`src/rtl/fpu_round.sv`:
```
// Final rounding stage of the FPU: turns a 35-bit unrounded extended result
// into an IEEE-754 single plus {NV,DZ,OF,UF,NX}, in a two-stage valid/ready pipeline.
module fpu_round #(
    parameter int TAG_W = 5
) (
    input  logic             clk,
    input  logic             rst,
    input  logic             flush,
    input  logic             in_valid,
    output logic             in_ready,
    input  logic [34:0]      in_data,
    input  logic [2:0]       in_rm,
    input  logic [TAG_W-1:0] in_tag,
    output logic             out_valid,
    input  logic             out_ready,
    output logic [31:0]      out_data,
    output logic [4:0]       out_flags,
    output logic [TAG_W-1:0] out_tag
);

    localparam logic [2:0] RM_RNE = 3'd0;
    localparam logic [2:0] RM_RTZ = 3'd1;
    localparam logic [2:0] RM_RDN = 3'd2;
    localparam logic [2:0] RM_RUP = 3'd3;
    localparam logic [2:0] RM_RMM = 3'd4;

    // Input field split
    logic        in_sign;
    logic [7:0]  in_exp;
    logic [22:0] in_frac;
    logic        in_g, in_r, in_s;

    assign in_sign = in_data[34];
    assign in_exp  = in_data[33:26];
    assign in_frac = in_data[25:3];
    assign in_g    = in_data[2];
    assign in_r    = in_data[1];
    assign in_s    = in_data[0];

    // Stage 1 decode
    logic dec_special, dec_nan, dec_snan, dec_inexact, dec_tiny, dec_inc;

    always_comb begin
        dec_special = (in_exp == 8'hFF);
        dec_nan     = dec_special && (in_frac != 23'd0);
        dec_snan    = dec_nan && !in_frac[22];
        dec_inexact = in_g | in_r | in_s;
        dec_tiny    = (in_exp == 8'd0) && dec_inexact;
        dec_inc     = 1'b0;
        case (in_rm)
            RM_RTZ:  dec_inc = 1'b0;
            RM_RDN:  dec_inc = in_sign & dec_inexact;
            RM_RUP:  dec_inc = !in_sign & dec_inexact;
            RM_RMM:  dec_inc = in_g;
            default: dec_inc = in_g & (in_r | in_s | in_frac[0]);
        endcase
    end

    // Pipeline control: both stages move together whenever the output slot frees up
    logic s1_valid_reg, s2_valid_reg;
    logic advance;

    assign advance  = !s2_valid_reg || out_ready;
    assign in_ready = !s1_valid_reg || advance;

    logic             s1_sign_reg, s1_inc_reg, s1_inexact_reg, s1_tiny_reg;
    logic             s1_special_reg, s1_nan_reg, s1_snan_reg;
    logic [7:0]       s1_exp_reg;
    logic [22:0]      s1_frac_reg;
    logic [TAG_W-1:0] s1_tag_reg;

    always_ff @(posedge clk) begin
        if (rst || flush) begin
            s1_valid_reg <= 1'b0;
        end else if (in_ready) begin
            s1_valid_reg <= in_valid;
        end
    end

    always_ff @(posedge clk) begin
        if (in_ready && in_valid) begin
            s1_sign_reg    <= in_sign;
            s1_exp_reg     <= in_exp;
            s1_frac_reg    <= in_frac;
            s1_inc_reg     <= dec_inc;
            s1_inexact_reg <= dec_inexact;
            s1_tiny_reg    <= dec_tiny;
            s1_special_reg <= dec_special;
            s1_nan_reg     <= dec_nan;
            s1_snan_reg    <= dec_snan;
            s1_tag_reg     <= in_tag;
        end
    end

    // Stage 2: increment on the joint exponent/fraction magnitude so carries roll into the exponent
    logic [30:0] sum;
    logic        sum_ovf;
    logic [31:0] res_next;
    logic [4:0]  flags_next;

    always_comb begin
        sum        = {s1_exp_reg, s1_frac_reg} + {30'd0, s1_inc_reg};
        sum_ovf    = (sum[30:23] == 8'hFF);
        res_next   = {s1_sign_reg, sum};
        flags_next = {2'b00, sum_ovf, s1_tiny_reg, s1_inexact_reg | sum_ovf};
        if (s1_special_reg) begin
            if (s1_nan_reg) begin
                res_next   = 32'h7FC0_0000;
                flags_next = {s1_snan_reg, 4'b0000};
            end else begin
                res_next   = {s1_sign_reg, 8'hFF, 23'd0};
                flags_next = 5'b00000;
            end
        end
    end

    logic [31:0]      s2_data_reg;
    logic [4:0]       s2_flags_reg;
    logic [TAG_W-1:0] s2_tag_reg;

    always_ff @(posedge clk) begin
        if (rst) begin
            s2_valid_reg <= 1'b0;
            s2_data_reg  <= 32'd0;
            s2_flags_reg <= 5'd0;
            s2_tag_reg   <= '0;
        end else if (flush) begin
            s2_valid_reg <= 1'b0;
        end else if (advance) begin
            s2_valid_reg <= s1_valid_reg;
            if (s1_valid_reg) begin
                s2_data_reg  <= res_next;
                s2_flags_reg <= flags_next;
                s2_tag_reg   <= s1_tag_reg;
            end
        end
    end

    assign out_valid = s2_valid_reg;
    assign out_data  = s2_data_reg;
    assign out_flags = s2_flags_reg;
    assign out_tag   = s2_tag_reg;

endmodule
```
`config.mk`:
```
export PLATFORM = sky130hd
export DESIGN_NAME = fpu_round
export DESIGN_NICKNAME = d
export VERILOG_FILES = /design/src/rtl/fpu_round.sv
export SDC_FILE = /design/constraint.sdc
export NUM_CORES = 1
export LEC_CHECK = 0
export BUFFER_PORTS_ARGS = -buffer_cell sky130_fd_sc_hd__buf_4
export CAP_MARGIN = 5
export CORE_MARGIN = 2
export CORE_UTILIZATION = 36
export CTS_BUF_LIST = sky130_fd_sc_hd__clkbuf_16
export CTS_CLUSTER_SIZE = 25
export DETAILED_ROUTE_END_ITERATION = 16
export SETUP_SLACK_MARGIN = 0.1
export SYNTH_ARGS = -nofsm -noshare
export SYNTH_HDL_FRONTEND = slang
export SYNTH_SLANG_ARGS = --single-unit
```
`constraint.sdc`:
```
create_clock -name clk -period 2.2 [get_ports clk]
set_input_delay 0.11 -clock clk [delete_from_list [all_inputs] [get_ports clk]]
set_output_delay 0.11 -clock clk [all_outputs]
set_load 0.1 [all_outputs]
```
# ---- After elaboration in Yosys (flattened, before gate mapping)
# Cells that the tools add are included.
dict set report word_totals {
  wordCells 51
  in_bits 48
  output_inout_bits 44
  regBits 87
}
dict set report op_classes {
  addsub 1
  n_bitwise 9
  eq_ne 6
  muxes 5
  reduce_logical 15
}
# cell count
set ops {}
lappend ops {{32-bit 2-to-1 mux} 2}
lappend ops {{31-bit by 1-bit adder with 31-bit output} 1}
lappend ops {{23-bit nonzero test} 1}
lappend ops {{8-bit == test, second input constant} 2}
lappend ops {{5-bit 2-to-1 mux} 2}
lappend ops {{8-bit zero test} 1}
lappend ops {{3-bit by 2-bit == test with 1-bit output, second input constant} 2}
lappend ops {{1-bit bitwise OR} 5}
lappend ops {{1-bit logical AND} 4}
lappend ops {{1-bit zero test} 4}
lappend ops {{1-bit one-hot mux with 4 select lines} 1}
lappend ops {{1-bit AND} 3}
lappend ops {{3-bit by 1-bit == test with 1-bit output, second input constant} 1}
lappend ops {{3-bit == test, second input constant} 1}
lappend ops {{1-bit logical OR} 3}
lappend ops {{3-bit AND reduction} 1}
lappend ops {{2-bit OR reduction} 1}
lappend ops {{1-bit NOT} 1}

# ---- Depth between registers and ports, before layout
dict set report logic_depth {
  depth_word 4
  ltp_mapped 7
  depth_no_buf 7
}

# ---- Worst setup path before layout
# OpenSTA, ideal clock, no wires.
dict set report synth_timing {
  path_kind {reg-to-reg}
  start {register s2_valid_reg (netlist: out_valid)}
  end {register s1_exp_reg[0], enable pin}
  setup_ns 0.455
  required_ns 1.745
  stages_incl_launch_ff 4
  n_path_buf 0
  arrival_time_ns 2.764
  setup_slack_ns -1.019
  path_cell_list {dfxtp_1 > nor2b_1 > nand2_1 > and2_1}
}
dict set report synth_via {
  elab_chain_len 4
}
# item line_no
set synth_rtl {}
lappend synth_rtl {{from (decl)} 60} ;# logic s1_valid_reg, s2_valid_reg;
lappend synth_rtl {{from (signal assigned)} 130} ;# s2_valid_reg <= s1_valid_reg;
lappend synth_rtl {{1-bit zero test} 63} ;# assign advance = !s2_valid_reg || out_ready;
lappend synth_rtl {{1-bit logical OR} 63}
lappend synth_rtl {{1-bit logical OR} 64} ;# assign in_ready = !s1_valid_reg || advance;
lappend synth_rtl {{net in_ready} 10} ;# output logic in_ready,
lappend synth_rtl {{1-bit logical AND} 81} ;# if (in_ready && in_valid) begin
lappend synth_rtl {{to (signal assigned)} 83} ;# s1_exp_reg <= in_exp;
lappend synth_rtl {{to (decl)} 68} ;# logic [7:0] s1_exp_reg;
# The timed path passes the listed nets, and every way through them passes these cells.
# A chain may end at the register's enable or synchronous reset.

# ---- Final worst setup path
dict set report layout_timing {
  start {register s1_frac_reg[8]}
  end {register s2_data_reg[21] (netlist: out_data[21])}
}
dict set report layout_via {
  elab_chain_len 2
}
# item line_no
set layout_rtl {}
lappend layout_rtl {{from (decl)} 69} ;# logic [22:0] s1_frac_reg;
lappend layout_rtl {{from (signal assigned)} 84} ;# s1_frac_reg <= in_frac;
lappend layout_rtl {{31-bit by 1-bit adder with 31-bit output} 102} ;# sum = {s1_exp_reg, s1_frac_reg} + {30'd0, s1_inc_reg};
lappend layout_rtl {{32-bit 2-to-1 mux} 106} ;# if (s1_special_reg) begin
lappend layout_rtl {{to (signal assigned)} 132} ;# s2_data_reg <= res_next;
lappend layout_rtl {{to (decl)} 117} ;# logic [31:0] s2_data_reg;
# Every way passes these cells.

==> impl_results.md <==
* EDFF count, synth at 43
* CTS tree: built
* Die width at 103.6 µm
* Post-Syn Nets at 380
* Status: completed
* Layout cell share with drive strength beyond 1 at 29.75%
* Largest net degree at the start of global routing at between 40 and 50
* Hold Violations, Final at 0
* Crit path time final at 2.012 ns
* WL/cell at 15.04 µm
* GRT overflow at 0
* CTS sink count at 86
* Number of global-route vias before repair at 2,929
* Synth Instances at 330
* Num CTS Buffers at 9
* Worst-Margin Slew at 0.5530 ns
* Placed Instance Area at 0.004493 mm²
* Top FF cell, synth: edfxtp_1
* Worst endpoint required time at 2.46 ns
* Maxcap violations at 0
* Core outline area at 0.009684 mm²
* Synth warnings at 0
* Normalized max-slew margin at 63.14%
* Met3 GRT Util at 3.335%
* Residual DRC at 0
* Bufs on Longest Clock Path at 2
* Mapped Avg Cell Area at 10.83 µm²
* Top Usage Layer GRT: met2
* H-tree depth at 3
* Gpl congestion at 0.8475
* PD cells at 682.7 mW/mm²
* Async set-reset flop share out of synthesis at 0%
* ANT nets after route at 0
* Clock transition at path regs at 0.06 ns
* Final period util at between 90% and 100%
* Startpoint Class: flip-flop
* RSZ-0062 raised after global routing: false
* Port Buf Inserts at 90
* Die H at 103.6 µm
* Fin area at 0.005248 mm²
* Initial antenna violation count at 0
* First-pass GRT wire length at 14,970 µm
* Critical Path End Type: flip-flop
* CTS root buffer: clkbuf_16
* #FFs+latches synth at 86
* Num rows at 36
* Commonest cells after routing, fill and taps aside: 113 x buf_4, 43 x edfxtp_1, 42 x dfxtp_1
* Worst IR drop on VDD at 0.3056 mV
* Data arrival, critical path at 2.27 ns
* HP Class: input pin to flip-flop
* Fin. max-slew vios at 0
* Final layout net count at 529
* Setup Crit Path Kind: flip-flop to flip-flop
* Layout area overhead at 46.85%
* Pre-Repair DR Iteration Count at 4
* Fmax at 496.9 MHz
* Initial Util at 36.90%
* CP max FO at 5
* Cell variety after synth at 44
* Clk_lat worst skew at ~0.34 ns
* Total Routing Usage GR at roughly 18%
* Number of vias per cell at 4.987
* Clock skew at 0.01057 ns
* Final hold slack at 0.04981 ns
* DRT iter0 DRCs at between 150 and 200
* IO Count at between 90 and 100
* Setup TNS at 0 ns
* Leak at a little under 0.002 µW
* Synthesized area at approximately 0.0036 mm²
* Register area share after synthesis at between 60% and 70%
* GR Util met2 at 29.14%
* Number of flip-flops in the largest register at 32
* Die Area at about 0.011 mm²
* Detailed-route wire length at 9282 µm
* Vias post-DR at 3,077
* Post-DP HPWL at 6716 µm
* Ant. Diodes at 0
* Met1 capacity usage during global routing at 22.99%
* Commonest non-fill, non-tap cell in the layout: buf_4
* Setup-failing EPs final at 0
==> layer usage <==
layer | vias to the layer above | part of all wire (%)
li1 | 1529 | -
met1 | 1463 | 46
met2 | 75 | 49
met3 | 10 | 3.6
met4 | 0 | 1.6
met5 | - | 0
==> worst max-delay path, cell delays in order, from the launching register on <==
cell,delay [ns]
edfxtp_1,0.41
nand4_4,0.14
or4_1,0.61
or4_1,0.51
xor2_1,0.15
o21ai_0,0.13
==> what timing repair did <==
action | CTS | global route
resized for setup | 1 | 10
buffers inserted | 1 | 7
pin swaps | 0 | 7
endpoints found under the hold margin | 39 | 0
hold buffers | 38 | 0
setup endpoints to repair | 2 | 6
==> synth_stat cells (10+ instances only) <==
master / count / area share, %
xnor2_1: 13 / 3.2
clkbuf_1: 11 / 1.2
xor2_1: 13 / 3.2
nand3_1: 11 / 1.5
edfxtp_1: 43 / 36
nand4_1: 17 / 3.0
nor2_1: 30 / 3.2
nand2_1: 39 / 4.1
o21ai_0: 12 / 1.7
nor4_1: 11 / 1.9
dfxtp_1: 43 / 24
nor3_1: 11 / 1.5
a21oi_1: 15 / 2.1
a22oi_1: 10 / 2.1
==> layout make-up <==
class / instances / area, µm²
clock inverters: 7 / 33.78
well taps: 133 / 166.4
multi-input cells: 229 / 1433
fillers: 840 / 4437
inverters: 2 / 7.507
repair buffers: 151 / 1229
clock buffers: 9 / 225.2
flip-flops and latches: 86 / 2153
==> kinds of logic after synthesis <==
group                    after synthesis  synth area share, %
buffers and inverters                 15                1.716
other                                  1               0.1049
AO/OA/AOI/OAI                         53                9.594
flip-flops                            86                60.22
AND/OR/NAND/NOR                      147                21.29
XOR/XNOR                              26                6.373
adder cells (fa/ha/maj)                2               0.7002
==> per-stage QoR <==
stage / utilization [%] / total power (µW) / instances / setup WS, ns
3_5_place_dp: 46.40 / 2203 / 555 / 0.06838
2_1_floorplan: - / 2044 / 330 / 0.07517
6_report: 54.19 / 3582 / 617 / 0.1875
5_1_grt: 54.19 / 3709 / 617 / 0.1092
3_3_place_gp: 46.40 / 2197 / 555 / 0.1056
4_1_cts: 53.14 / 3590 / 610 / 0.08313
==> final timing paths <==
check,cells after the start,startpoint,slack (ns),to
worst max-delay path,5,s1_frac_reg[8]$_DFFE_PP_,0.19,out_data[21]$_SDFFE_PP0P_
worst min-delay path,3,in_valid,0.05,s1_valid_reg$_SDFFE_PP0N_
worst max register to register,5,s1_frac_reg[8]$_DFFE_PP_,0.19,out_data[21]$_SDFFE_PP0P_
worst min register to register,2,out_data[16]$_SDFFE_PP0P_,0.45,out_data[16]$_SDFFE_PP0P_
==> power by group <==
part           switching, µW  internal [µW]
registers               49.8           1750
clock network            592            747
logic                    260            184
Power figures use the tool's default switching activity.
